===== config.mk =====
export PLATFORM = sky130hd
export DESIGN_NAME = histogram_run_ctrl_flat
export DESIGN_NICKNAME = d
export VERILOG_FILES = /design/src/rtl/histogram_run_ctrl_pkg.sv /design/src/rtl/histogram_run_ctrl_if.sv /design/src/rtl/histogram_run_ctrl.sv /design/src/flat_wrapper.sv
export SDC_FILE = /design/constraint.sdc
export NUM_CORES = 1
export LEC_CHECK = 0
export CORE_ASPECT_RATIO = 1.2
export CORE_UTILIZATION = 46
export CTS_CLUSTER_SIZE = 28
export DETAILED_ROUTE_END_ITERATION = 6
export PLACE_DENSITY = 0.76
export SETUP_SLACK_MARGIN = 0.5
export SLEW_MARGIN = 20
export SYNTH_ARGS = -nofsm -noshare
export SYNTH_HDL_FRONTEND = slang
export SYNTH_SLANG_ARGS = --single-unit
export TNS_END_PERCENT = 100

===== constraint.sdc =====
create_clock -name CLK -period 2.4 [get_ports CLK]
set_input_delay 0.36 -clock CLK [delete_from_list [all_inputs] [get_ports CLK]]
set_output_delay 0.36 -clock CLK [all_outputs]
set_load 0.1 [all_outputs]

===== src/rtl/histogram_run_ctrl_pkg.sv =====
`default_nettype none
// ============================================================================
// Module   : hist_ctrl_pkg
// Purpose  : Shared types and default widths for the histogram run controller.
// Revision : 1.0  initial release
// ============================================================================
package hist_ctrl_pkg;

  localparam int c_BIN_W = 7;   // histogram address width (2^7 bins)
  localparam int c_CNT_W = 16;  // bin count width, equal to memory data width
  localparam int c_SMP_W = 16;  // sample-count width

  typedef enum logic [2:0] {
    S_IDLE  = 3'd0,
    S_CLEAR = 3'd1,
    S_RUN   = 3'd2,
    S_ADDR  = 3'd3,
    S_CAPT  = 3'd4,
    S_HOLD  = 3'd5,
    S_FIN   = 3'd6
  } hist_ctrl_state_t;

  // Index of the final histogram bin for a given address width.
  function automatic int unsigned last_bin(input int unsigned bin_w);
    return (32'd1 << bin_w) - 32'd1;
  endfunction

endpackage
`default_nettype wire


===== src/rtl/histogram_run_ctrl_if.sv =====
`default_nettype none
// ============================================================================
// Module   : histogram_run_ctrl_if
// Purpose  : Control, datapath and readout-stream signals of the run controller.
// Revision : 1.0  initial release
// ============================================================================
interface histogram_run_ctrl_if #(
  parameter int BIN_W = 7,
  parameter int CNT_W = 16,
  parameter int SMP_W = 16
) ();

  logic             start;
  logic             abort;
  logic [SMP_W-1:0] n_samples;
  logic             busy;
  logic             done;
  logic             dp_rst;
  logic             dp_ena;
  logic [BIN_W-1:0] rd_addr;
  logic [CNT_W-1:0] rd_data;
  logic             out_valid;
  logic             out_ready;
  logic [BIN_W-1:0] out_bin;
  logic [CNT_W-1:0] out_count;

  // Controller side
  modport master (
    input  start, abort, n_samples, rd_data, out_ready,
    output busy, done, dp_rst, dp_ena, rd_addr, out_valid, out_bin, out_count
  );

  // Requester / datapath / consumer side
  modport slave (
    output start, abort, n_samples, rd_data, out_ready,
    input  busy, done, dp_rst, dp_ena, rd_addr, out_valid, out_bin, out_count
  );

endinterface
`default_nettype wire


===== src/rtl/histogram_run_ctrl.sv =====
`default_nettype none
// ============================================================================
// Module   : histogram_run_ctrl
// Purpose  : Clears the histogram, runs the LFSR/histogram pair for a
//            programmed number of samples, then streams every bin out.
// Revision : 1.0  initial release
// ============================================================================
module histogram_run_ctrl
  import hist_ctrl_pkg::*;
#(
  parameter int BIN_W = c_BIN_W,
  parameter int CNT_W = c_CNT_W,
  parameter int SMP_W = c_SMP_W
) (
  input wire logic              CLK,
  input wire logic              RST,
  histogram_run_ctrl_if.master  bus
);

  localparam logic [BIN_W-1:0] c_LAST_BIN = BIN_W'(last_bin(BIN_W));

  hist_ctrl_state_t r_state;
  hist_ctrl_state_t w_state_nxt;

  logic [SMP_W-1:0] r_n;          // latched sample target
  logic [SMP_W-1:0] r_smp_cnt;    // enabled cycles issued so far
  logic [BIN_W-1:0] r_bin;        // bin counter, also drives rd_addr
  logic             r_busy;
  logic             r_done;
  logic             r_dp_rst;
  logic             r_dp_ena;
  logic             r_out_valid;
  logic [BIN_W-1:0] r_out_bin;
  logic [CNT_W-1:0] r_out_count;

  // Next-state decode; abort overrides every other transition.
  always_comb begin
    w_state_nxt = r_state;
    case (r_state)
      S_IDLE:  if (bus.start) w_state_nxt = S_CLEAR;
      S_CLEAR: w_state_nxt = (r_n == '0) ? S_ADDR : S_RUN;
      S_RUN:   if (r_smp_cnt == (r_n - SMP_W'(1))) w_state_nxt = S_ADDR;
      S_ADDR:  w_state_nxt = S_CAPT;
      S_CAPT:  w_state_nxt = S_HOLD;
      S_HOLD:  if (bus.out_ready) w_state_nxt = (r_bin == c_LAST_BIN) ? S_FIN : S_ADDR;
      S_FIN:   w_state_nxt = S_IDLE;
      default: w_state_nxt = S_IDLE;
    endcase
    if (bus.abort) w_state_nxt = S_IDLE;
  end

  // State register.
  always_ff @(posedge CLK) begin
    if (RST) r_state <= S_IDLE;
    else     r_state <= w_state_nxt;
  end

  // Counters and registered outputs; status flags are decoded from the
  // next state so they line up with the state they describe.
  always_ff @(posedge CLK) begin
    if (RST || bus.abort) begin
      r_n         <= '0;
      r_smp_cnt   <= '0;
      r_bin       <= '0;
      r_busy      <= 1'b0;
      r_done      <= 1'b0;
      r_dp_rst    <= 1'b0;
      r_dp_ena    <= 1'b0;
      r_out_valid <= 1'b0;
      r_out_bin   <= '0;
      r_out_count <= '0;
    end else begin
      r_busy   <= (w_state_nxt != S_IDLE);
      r_done   <= (w_state_nxt == S_FIN);
      r_dp_rst <= (w_state_nxt == S_CLEAR);
      r_dp_ena <= (w_state_nxt == S_RUN);

      case (r_state)
        S_IDLE: if (bus.start) r_n <= bus.n_samples;
        S_CLEAR: begin
          r_smp_cnt <= '0;
          r_bin     <= '0;
        end
        S_RUN:   r_smp_cnt <= r_smp_cnt + SMP_W'(1);
        S_CAPT: begin
          r_out_count <= bus.rd_data;
          r_out_bin   <= r_bin;
          r_out_valid <= 1'b1;
        end
        S_HOLD: begin
          if (bus.out_ready) begin
            r_out_valid <= 1'b0;
            if (r_bin != c_LAST_BIN) r_bin <= r_bin + BIN_W'(1);
          end
        end
        default: ;
      endcase
    end
  end

  assign bus.busy      = r_busy;
  assign bus.done      = r_done;
  assign bus.dp_rst    = r_dp_rst;
  assign bus.dp_ena    = r_dp_ena;
  assign bus.rd_addr   = r_bin;
  assign bus.out_valid = r_out_valid;
  assign bus.out_bin   = r_out_bin;
  assign bus.out_count = r_out_count;

endmodule
`default_nettype wire

===== src/flat_wrapper.sv =====
// flat-port wrapper written by rule: the top's interface ports become plain ports
module histogram_run_ctrl_flat import hist_ctrl_pkg::*;
#(
  parameter int BIN_W = c_BIN_W,
  parameter int CNT_W = c_CNT_W,
  parameter int SMP_W = c_SMP_W
)
  (CLK, RST, bus_start, bus_abort, bus_n_samples, bus_rd_data, bus_out_ready, bus_busy, bus_done, bus_dp_rst, bus_dp_ena, bus_rd_addr, bus_out_valid, bus_out_bin, bus_out_count);
  histogram_run_ctrl_if #(.BIN_W(BIN_W), .CNT_W(CNT_W), .SMP_W(SMP_W)) bus_i ();
  input wire logic CLK;
  input wire logic RST;
  input wire logic [$bits(bus_i.start)-1:0] bus_start;
  input wire logic [$bits(bus_i.abort)-1:0] bus_abort;
  input wire logic [$bits(bus_i.n_samples)-1:0] bus_n_samples;
  input wire logic [$bits(bus_i.rd_data)-1:0] bus_rd_data;
  input wire logic [$bits(bus_i.out_ready)-1:0] bus_out_ready;
  output wire logic [$bits(bus_i.busy)-1:0] bus_busy;
  output wire logic [$bits(bus_i.done)-1:0] bus_done;
  output wire logic [$bits(bus_i.dp_rst)-1:0] bus_dp_rst;
  output wire logic [$bits(bus_i.dp_ena)-1:0] bus_dp_ena;
  output wire logic [$bits(bus_i.rd_addr)-1:0] bus_rd_addr;
  output wire logic [$bits(bus_i.out_valid)-1:0] bus_out_valid;
  output wire logic [$bits(bus_i.out_bin)-1:0] bus_out_bin;
  output wire logic [$bits(bus_i.out_count)-1:0] bus_out_count;
  assign bus_i.start = bus_start;
  assign bus_i.abort = bus_abort;
  assign bus_i.n_samples = bus_n_samples;
  assign bus_i.rd_data = bus_rd_data;
  assign bus_i.out_ready = bus_out_ready;
  assign bus_busy = bus_i.busy;
  assign bus_done = bus_i.done;
  assign bus_dp_rst = bus_i.dp_rst;
  assign bus_dp_ena = bus_i.dp_ena;
  assign bus_rd_addr = bus_i.rd_addr;
  assign bus_out_valid = bus_i.out_valid;
  assign bus_out_bin = bus_i.out_bin;
  assign bus_out_count = bus_i.out_count;
  histogram_run_ctrl #(.BIN_W(BIN_W), .CNT_W(CNT_W), .SMP_W(SMP_W)) u_core (.CLK(CLK), .RST(RST), .bus(bus_i));
endmodule

# ---- Word level (Yosys, flattened, before mapping)
# Index checks and enable logic that the tools add are counted.
# W data, S select, Z words.
dict set report word_totals {
  ff_bits 70
  inputBits 37
  output_inout_bits 35
  wordCells 50
}
dict set report op_classes {
  n_addsub 3
  n_eq_ne 13
  mux 13
  n_reduce_logical 10
}
# cell count
set ops {}
lappend ops {{$pmux W16 S2} 1}
lappend ops {{$pmux W3 S6} 1}
lappend ops {{$add A16 B1 Y16 const B} 1}
lappend ops {{$eq A16 B16 Y1} 1}
lappend ops {{$logic_not A16 Y1} 1}
lappend ops {{$sub A16 B1 Y16 const B} 1}
lappend ops {{$mux W3} 5}
lappend ops {{$mux W7} 2}
lappend ops {{$pmux W7 S2} 1}
lappend ops {{$eq A3 B2 Y1 const B} 3}
lappend ops {{$eq A3 B3 Y1 const B} 3}
lappend ops {{$add A7 B1 Y7 const B} 1}
lappend ops {{$eq A7 B7 Y1 const B} 1}
lappend ops {{$ne A7 B7 Y1 const B} 1}
lappend ops {{$eq A3 B1 Y1 const B} 2}
lappend ops {{$reduce_bool A2 Y1} 3}
lappend ops {{$reduce_and A2 Y1} 2}
lappend ops {{$logic_not A3 Y1} 1}
lappend ops {{$reduce_and A3 Y1} 1}
lappend ops {{$reduce_bool A3 Y1} 1}
lappend ops {{$mux W1} 2}
lappend ops {{$ne A2 B1 Y1 const B} 1}
lappend ops {{$ne A2 B2 Y1 const B} 1}
lappend ops {{$pmux W1 S2} 1}
lappend ops {{$logic_or A1 B1 Y1} 1}

# ---- Logic depth before layout (Yosys ltp)
dict set report depth {
  ltp_word 6
  mapped_depth 8
  mapped_depth_nobuf 8
}

# ---- Worst setup path before layout
# No wires, ideal clock.
dict set report synth_path {
  path_kind {register to register}
  startpoint {register u_core.r_bin[1], in the netlist u_core.bus.rd_addr[1]}
  endpoint {register u_core.r_bin[4], in the netlist u_core.bus.rd_addr[4]}
  setup_time_ns 0.117
  arrival_ns 2.312
  path_slack_ns -0.029
  path_stages_with_launch 8
  path_buffers 0
  synth_period_minus_slack_ns 2.429
  path_cell_list {dfxtp_1 > ha_1 > nand4_1 > o21a_1 > o21a_1 > and4_1 > xnor2_1 > nor2_1}
}
dict set report synth_between {
  elab_chain_cells 4
}
# element line
set synth_rtl {}
lappend synth_rtl {{start: declaration} histogram_run_ctrl.sv:27} ;# logic [BIN_W-1:0] r_bin;
lappend synth_rtl {{start signal: assignment} histogram_run_ctrl.sv:93} ;# if (r_bin != c_LAST_BIN) r_bin <= r_bin + BIN_W'(1);
lappend synth_rtl {{$add A7 B1 Y7} histogram_run_ctrl.sv:93}
lappend synth_rtl {{$mux W7} histogram_run_ctrl.sv:93}
lappend synth_rtl {{$mux W7} histogram_run_ctrl.sv:91} ;# if (bus.out_ready) begin
lappend synth_rtl {{$pmux W7 S2} histogram_run_ctrl.sv:78} ;# case (r_state)
# Parallel ways exist; a longest one is shown, timed or not. The select of a mux whose other input is x is not followed.
# A chain may end at the register's enable or synchronous reset.

# ---- Worst setup path in the final report
dict set report layout_path {
  startpoint {register u_core.r_n[1]}
  endpoint {register u_core.r_dp_ena, in the netlist u_core.bus.dp_ena}
}
dict set report layout_between {
  elab_chain_cells 6
}
# element line
set layout_rtl {}
lappend layout_rtl {{start: declaration} histogram_run_ctrl.sv:25} ;# logic [SMP_W-1:0] r_n;
lappend layout_rtl {{start signal: assignment} histogram_run_ctrl.sv:79} ;# S_IDLE: if (bus.start) r_n <= bus.n_samples;
lappend layout_rtl {{$sub A16 B1 Y16} histogram_run_ctrl.sv:42} ;# S_RUN: if (r_smp_cnt == (r_n - SMP_W'(1))) w_state_nxt = S_ADDR;
lappend layout_rtl {{$eq A16 B16 Y1} histogram_run_ctrl.sv:42}
lappend layout_rtl {{$mux W3} histogram_run_ctrl.sv:42}
lappend layout_rtl {{$pmux W3 S6 *} histogram_run_ctrl.sv:39} ;# case (r_state)
lappend layout_rtl {{$mux W3 *} histogram_run_ctrl.sv:49} ;# if (bus.abort) w_state_nxt = S_IDLE;
lappend layout_rtl {{$eq A3 B2 Y1 *} histogram_run_ctrl.sv:76} ;# r_dp_ena <= (w_state_nxt == S_RUN);
lappend layout_rtl {{end signal: assignment} histogram_run_ctrl.sv:76}
lappend layout_rtl {{end: declaration} histogram_run_ctrl.sv:31} ;# logic r_dp_ena;
# Mark *: on every way between the ends. The rest lies on a longest branch, timed or not.

==> flow_summary_export.csv <==
group,metric,value,unit
floorplanning,die_area,0.00754,mm^2
clocking,h-tree-depth,3,
sta,finalCriticalPeriod,2.22,ns
job,maxCapViolations,0,
worst_setup_path,worstSetupPathType,"reg -> reg",
final_layout,fin_area,0.00445,mm^2
final_layout,nNetsFinal,541,
clocking,clkTransAtPathRegs,0.08,ns
grt,grt_pass1_vias,2989,
clocking,root_buffer,"clkbuf_8",
power_and_ir_drop,vdd_drop_max,0.410,mV
placement,post_dp_cell_area,0.00406,mm^2
floorplanning,io_pins,72,
routing,drcViolationCount,0,
power_and_ir_drop,p_per_area,585,mW/mm^2
floorplanning,dieHeight,94.9,um
grt,met1_usage,0.281,
clocking,cts_tree,"done",
placement,port_buffers,71,
floorplanning,row_count,33,
sta,fmax,451,MHz
routing,drtIter0Drc,164,
status,outcome,"finished, final reports clean",
worst_setup_path,critical-path-top-delay-family,"simple AND/OR/NAND/NOR gates",
grt,met3_usage,0.0676,
worst_setup_path,worstPathRequired,2.64,ns
logic_synthesis,synth_seq_cells,70,
logic_synthesis,synth_area_per_cell,7.84,um^2
sta,slew_viol_final,0,
clocking,numCtsBuffers,9,
clocking,clock_path_buffers,2,
clocking,clock_sinks,70,
grt,gr-usage-met2,0.387,
grt,antenna_found_initial,0,
final_layout,final_core_utilization,0.646,
hold_path,hp-class,"reg -> reg",
final_layout,drive_gt1_frac,0.223,
power_and_ir_drop,power,2.61,mW
sta,setup_violations,0,
final_layout,antenna_cells,0,
logic_synthesis,syn_area,0.00331,mm^2
routing,wl,8420,um
logic_synthesis,synth_edf_count,0,
grt,gr-max-usage-layer,"met2",
logic_synthesis,synth_flop_cell,"dfxtp_1",
worst_setup_path,arrival,2.46,ns
worst_setup_path,critPathMaxStageDelay,0.52,ns
sta,slew_headroom,0.684,
placement,gp_congestion,0.887,
sta,finClkSkew,0.00586,ns
floorplanning,initial_core_util,0.480,
logic_synthesis,ys_types,48,
worst_setup_path,worst-path-buf-inv,1,
worst_setup_path,critPathSlowestCell,"or4_1",
sta,rsz0062_at_grt,"yes",
worst_setup_path,end_kind,"flip-flop",
routing,drt-vias-per-instance,5.47,
logic_synthesis,async_flop_share,0,
worst_setup_path,path_max_fanout,4,
grt,grt_pass1_wl,13700,um
sta,tns,0,ns
grt,grt_max_degree,25,
final_layout,area_growth,34.6,%
sta,hold_viol,0,
worst_setup_path,startpoint_type,"flip-flop",
logic_synthesis,seq_area_frac_synth,0.423,
logic_synthesis,synth_fp_nets,462,
routing,drt_first_pass_iters,4,
floorplanning,core_area,0.00690,mm^2
grt,grt_usage,0.231,
routing,routedWlPerCell,14.2,um
final_layout,fillers,577,
power_and_ir_drop,p_leak,1.67,nW
routing,vias,3246,
routing,antenna_left,0,
placement,dp_hpwl,5940,um
sta,worstMarginPinSlew,0.470,ns
clocking,clock_latency,0.34,ns
floorplanning,die_w,79.4,um
sta,fin_hold_ws,0.455,ns
logic_synthesis,synth_cells,422,
grt,overflow,0,
logic_synthesis,yosysWarningCount,0,
worst_setup_path,worstPathCellList,"buf_4 > nor4_4 > nand4_1 > xnor2_1 > or4_1 > o31a_1 > and3_1",
sta,period_share,0.924,
## cell usage in the layout (no fill, tap or decap), drive strengths merged, types with 2 or more instances in the layout
cell type / count
nand2: 101
dfxtp: 70
a21oi: 59
buf: 57
clkdlybuf4s50: 36
nor2: 28
nand4: 12
xnor2: 12
xor2: 11
nand3: 10
clkbuf: 10
nor3: 10
inv: 9
or3: 6
nor4: 6
mux2: 5
nor3b: 5
o21a: 5
o211ai: 4
and3: 3
a31oi: 3
and4: 3
and2: 3
clkinv: 3
ha: 3
o21ai: 2
o2111ai: 2
or4: 2
mux2i: 2
o31ai: 2
nand2b: 2
a211oi: 2
bufinv: 2
or3b: 2
nor2b: 2
## sequential cells by signal, indices dropped and copies added, names as in the netlist
register / count
u_core.bus.out_valid: 1
u_core.r_smp_cnt: 16
u_core.bus.dp_ena: 1
u_core.bus.busy: 1
u_core.bus.out_bin: 7
u_core.bus.done: 1
u_core.bus.dp_rst: 1
u_core.r_n: 16
u_core.bus.rd_addr: 7
u_core.r_state: 3
u_core.bus.out_count: 16
## timing repair
action | in CTS | in global routing
resized for setup | 6 | 13
buffers inserted | 8 | 2
hold buffers | 0 | 0
endpoints found under the setup margin | 4 | 27
pin swaps | 1 | 5
hold endpoints to repair | 0 | 0
cloned | 0 | 0
## area by class of cell
cell class | instances | area, um^2 | share of cell area
tap | 87 | 109 | 0.0244
timing repair buffer | 93 | 788 | 0.177
inverter | 8 | 30.0 | 0.00674
clock buffer | 10 | 149 | 0.0334
clock inverter | 6 | 91.3 | 0.0205
multi-input combinational | 319 | 1860 | 0.419
sequential | 70 | 1420 | 0.319
## through the flow
step	instances	worst slack (ns)
global placement	567	0.187
finish	593	0.182
CTS	591	0.192
detailed placement	567	0.154
floorplan	422	0.266
global route	593	0.113
## worst reg2reg max path, stage by stage, from the launching register on
cell	delay, ns
dfxtp_4	0.35
buf_4	0.14
nor4_4	0.33
nand4_1	0.17
xnor2_1	0.16
or4_1	0.52
o31a_1	0.28
and3_1	0.16
## cells by family (layout without fill, tap and decap cells)
| family | after synthesis | in the layout | synth area share |
|---|---|---|---|
| and+or+nand+nor | 200 | 200 | 0.287 |
| DFF | 70 | 70 | 0.423 |
| muxes | 7 | 7 | 0.0231 |
| xor gates and xnor gates | 23 | 23 | 0.0609 |
| AOI/OAI and AO/OA | 86 | 86 | 0.150 |
| adders and majority gates | 3 | 3 | 0.0113 |
| buffers and inverters | 33 | 117 | 0.0435 |
## power by group
group / total (mW) / leakage, nW / switching, mW / internal, mW
Clock: 1.13 / 0.122 / 0.472 / 0.654
Sequential: 1.19 / 0.571 / 0.0184 / 1.17
Combinational: 0.293 / 0.979 / 0.147 / 0.146
Total: 2.61 / 1.67 / 0.638 / 1.97
## synthesized netlist by cell type, types with 3 or more instances
master / count / share of area
nand2_1: 101 / 0.11
dfxtp_1: 70 / 0.42
a21oi_1: 59 / 0.089
nor2_1: 27 / 0.031
clkbuf_1: 18 / 0.020
nand4_1: 12 / 0.023
xnor2_1: 12 / 0.032
xor2_1: 11 / 0.029
nand3_1: 10 / 0.015
nor3_1: 9 / 0.014
inv_1: 8 / 0.0091
nor4_1: 6 / 0.011
or3_1: 6 / 0.011
mux2_2: 5 / 0.017
nor3b_1: 5 / 0.011
o21a_1: 5 / 0.011
buf_2: 4 / 0.0060
o211ai_1: 4 / 0.0091
a31oi_1: 3 / 0.0057
and2_1: 3 / 0.0057
and3_1: 3 / 0.0057
and4_1: 3 / 0.0079
ha_1: 3 / 0.011
## routing by layer
layer	vias up	share of wire
met5	-	0
met4	0	0.018
met3	15	0.060
met2	100	0.50
met1	1520	0.42
li1	1611	-
## path summary, 6_finish.rpt
| check | from | end | slack [ns] | depth (start not counted) |
|---|---|---|---|---|
| setup reg to reg | u_core.r_n[1]$_SDFFE_PP0P_ | u_core.bus.dp_ena$_SDFF_PP0_ | 0.18 | 7 |
| hold reg to reg | u_core.bus.out_count[13]$_SDFFE_PP0P_ | u_core.bus.out_count[13]$_SDFFE_PP0P_ | 0.46 | 2 |
| setup / recovery | u_core.r_n[1]$_SDFFE_PP0P_ | u_core.bus.dp_ena$_SDFF_PP0_ | 0.18 | 7 |
| hold / removal | u_core.bus.out_count[13]$_SDFFE_PP0P_ | u_core.bus.out_count[13]$_SDFFE_PP0P_ | 0.46 | 2 |
No activity file was read; power rests on OpenSTA's default activity.
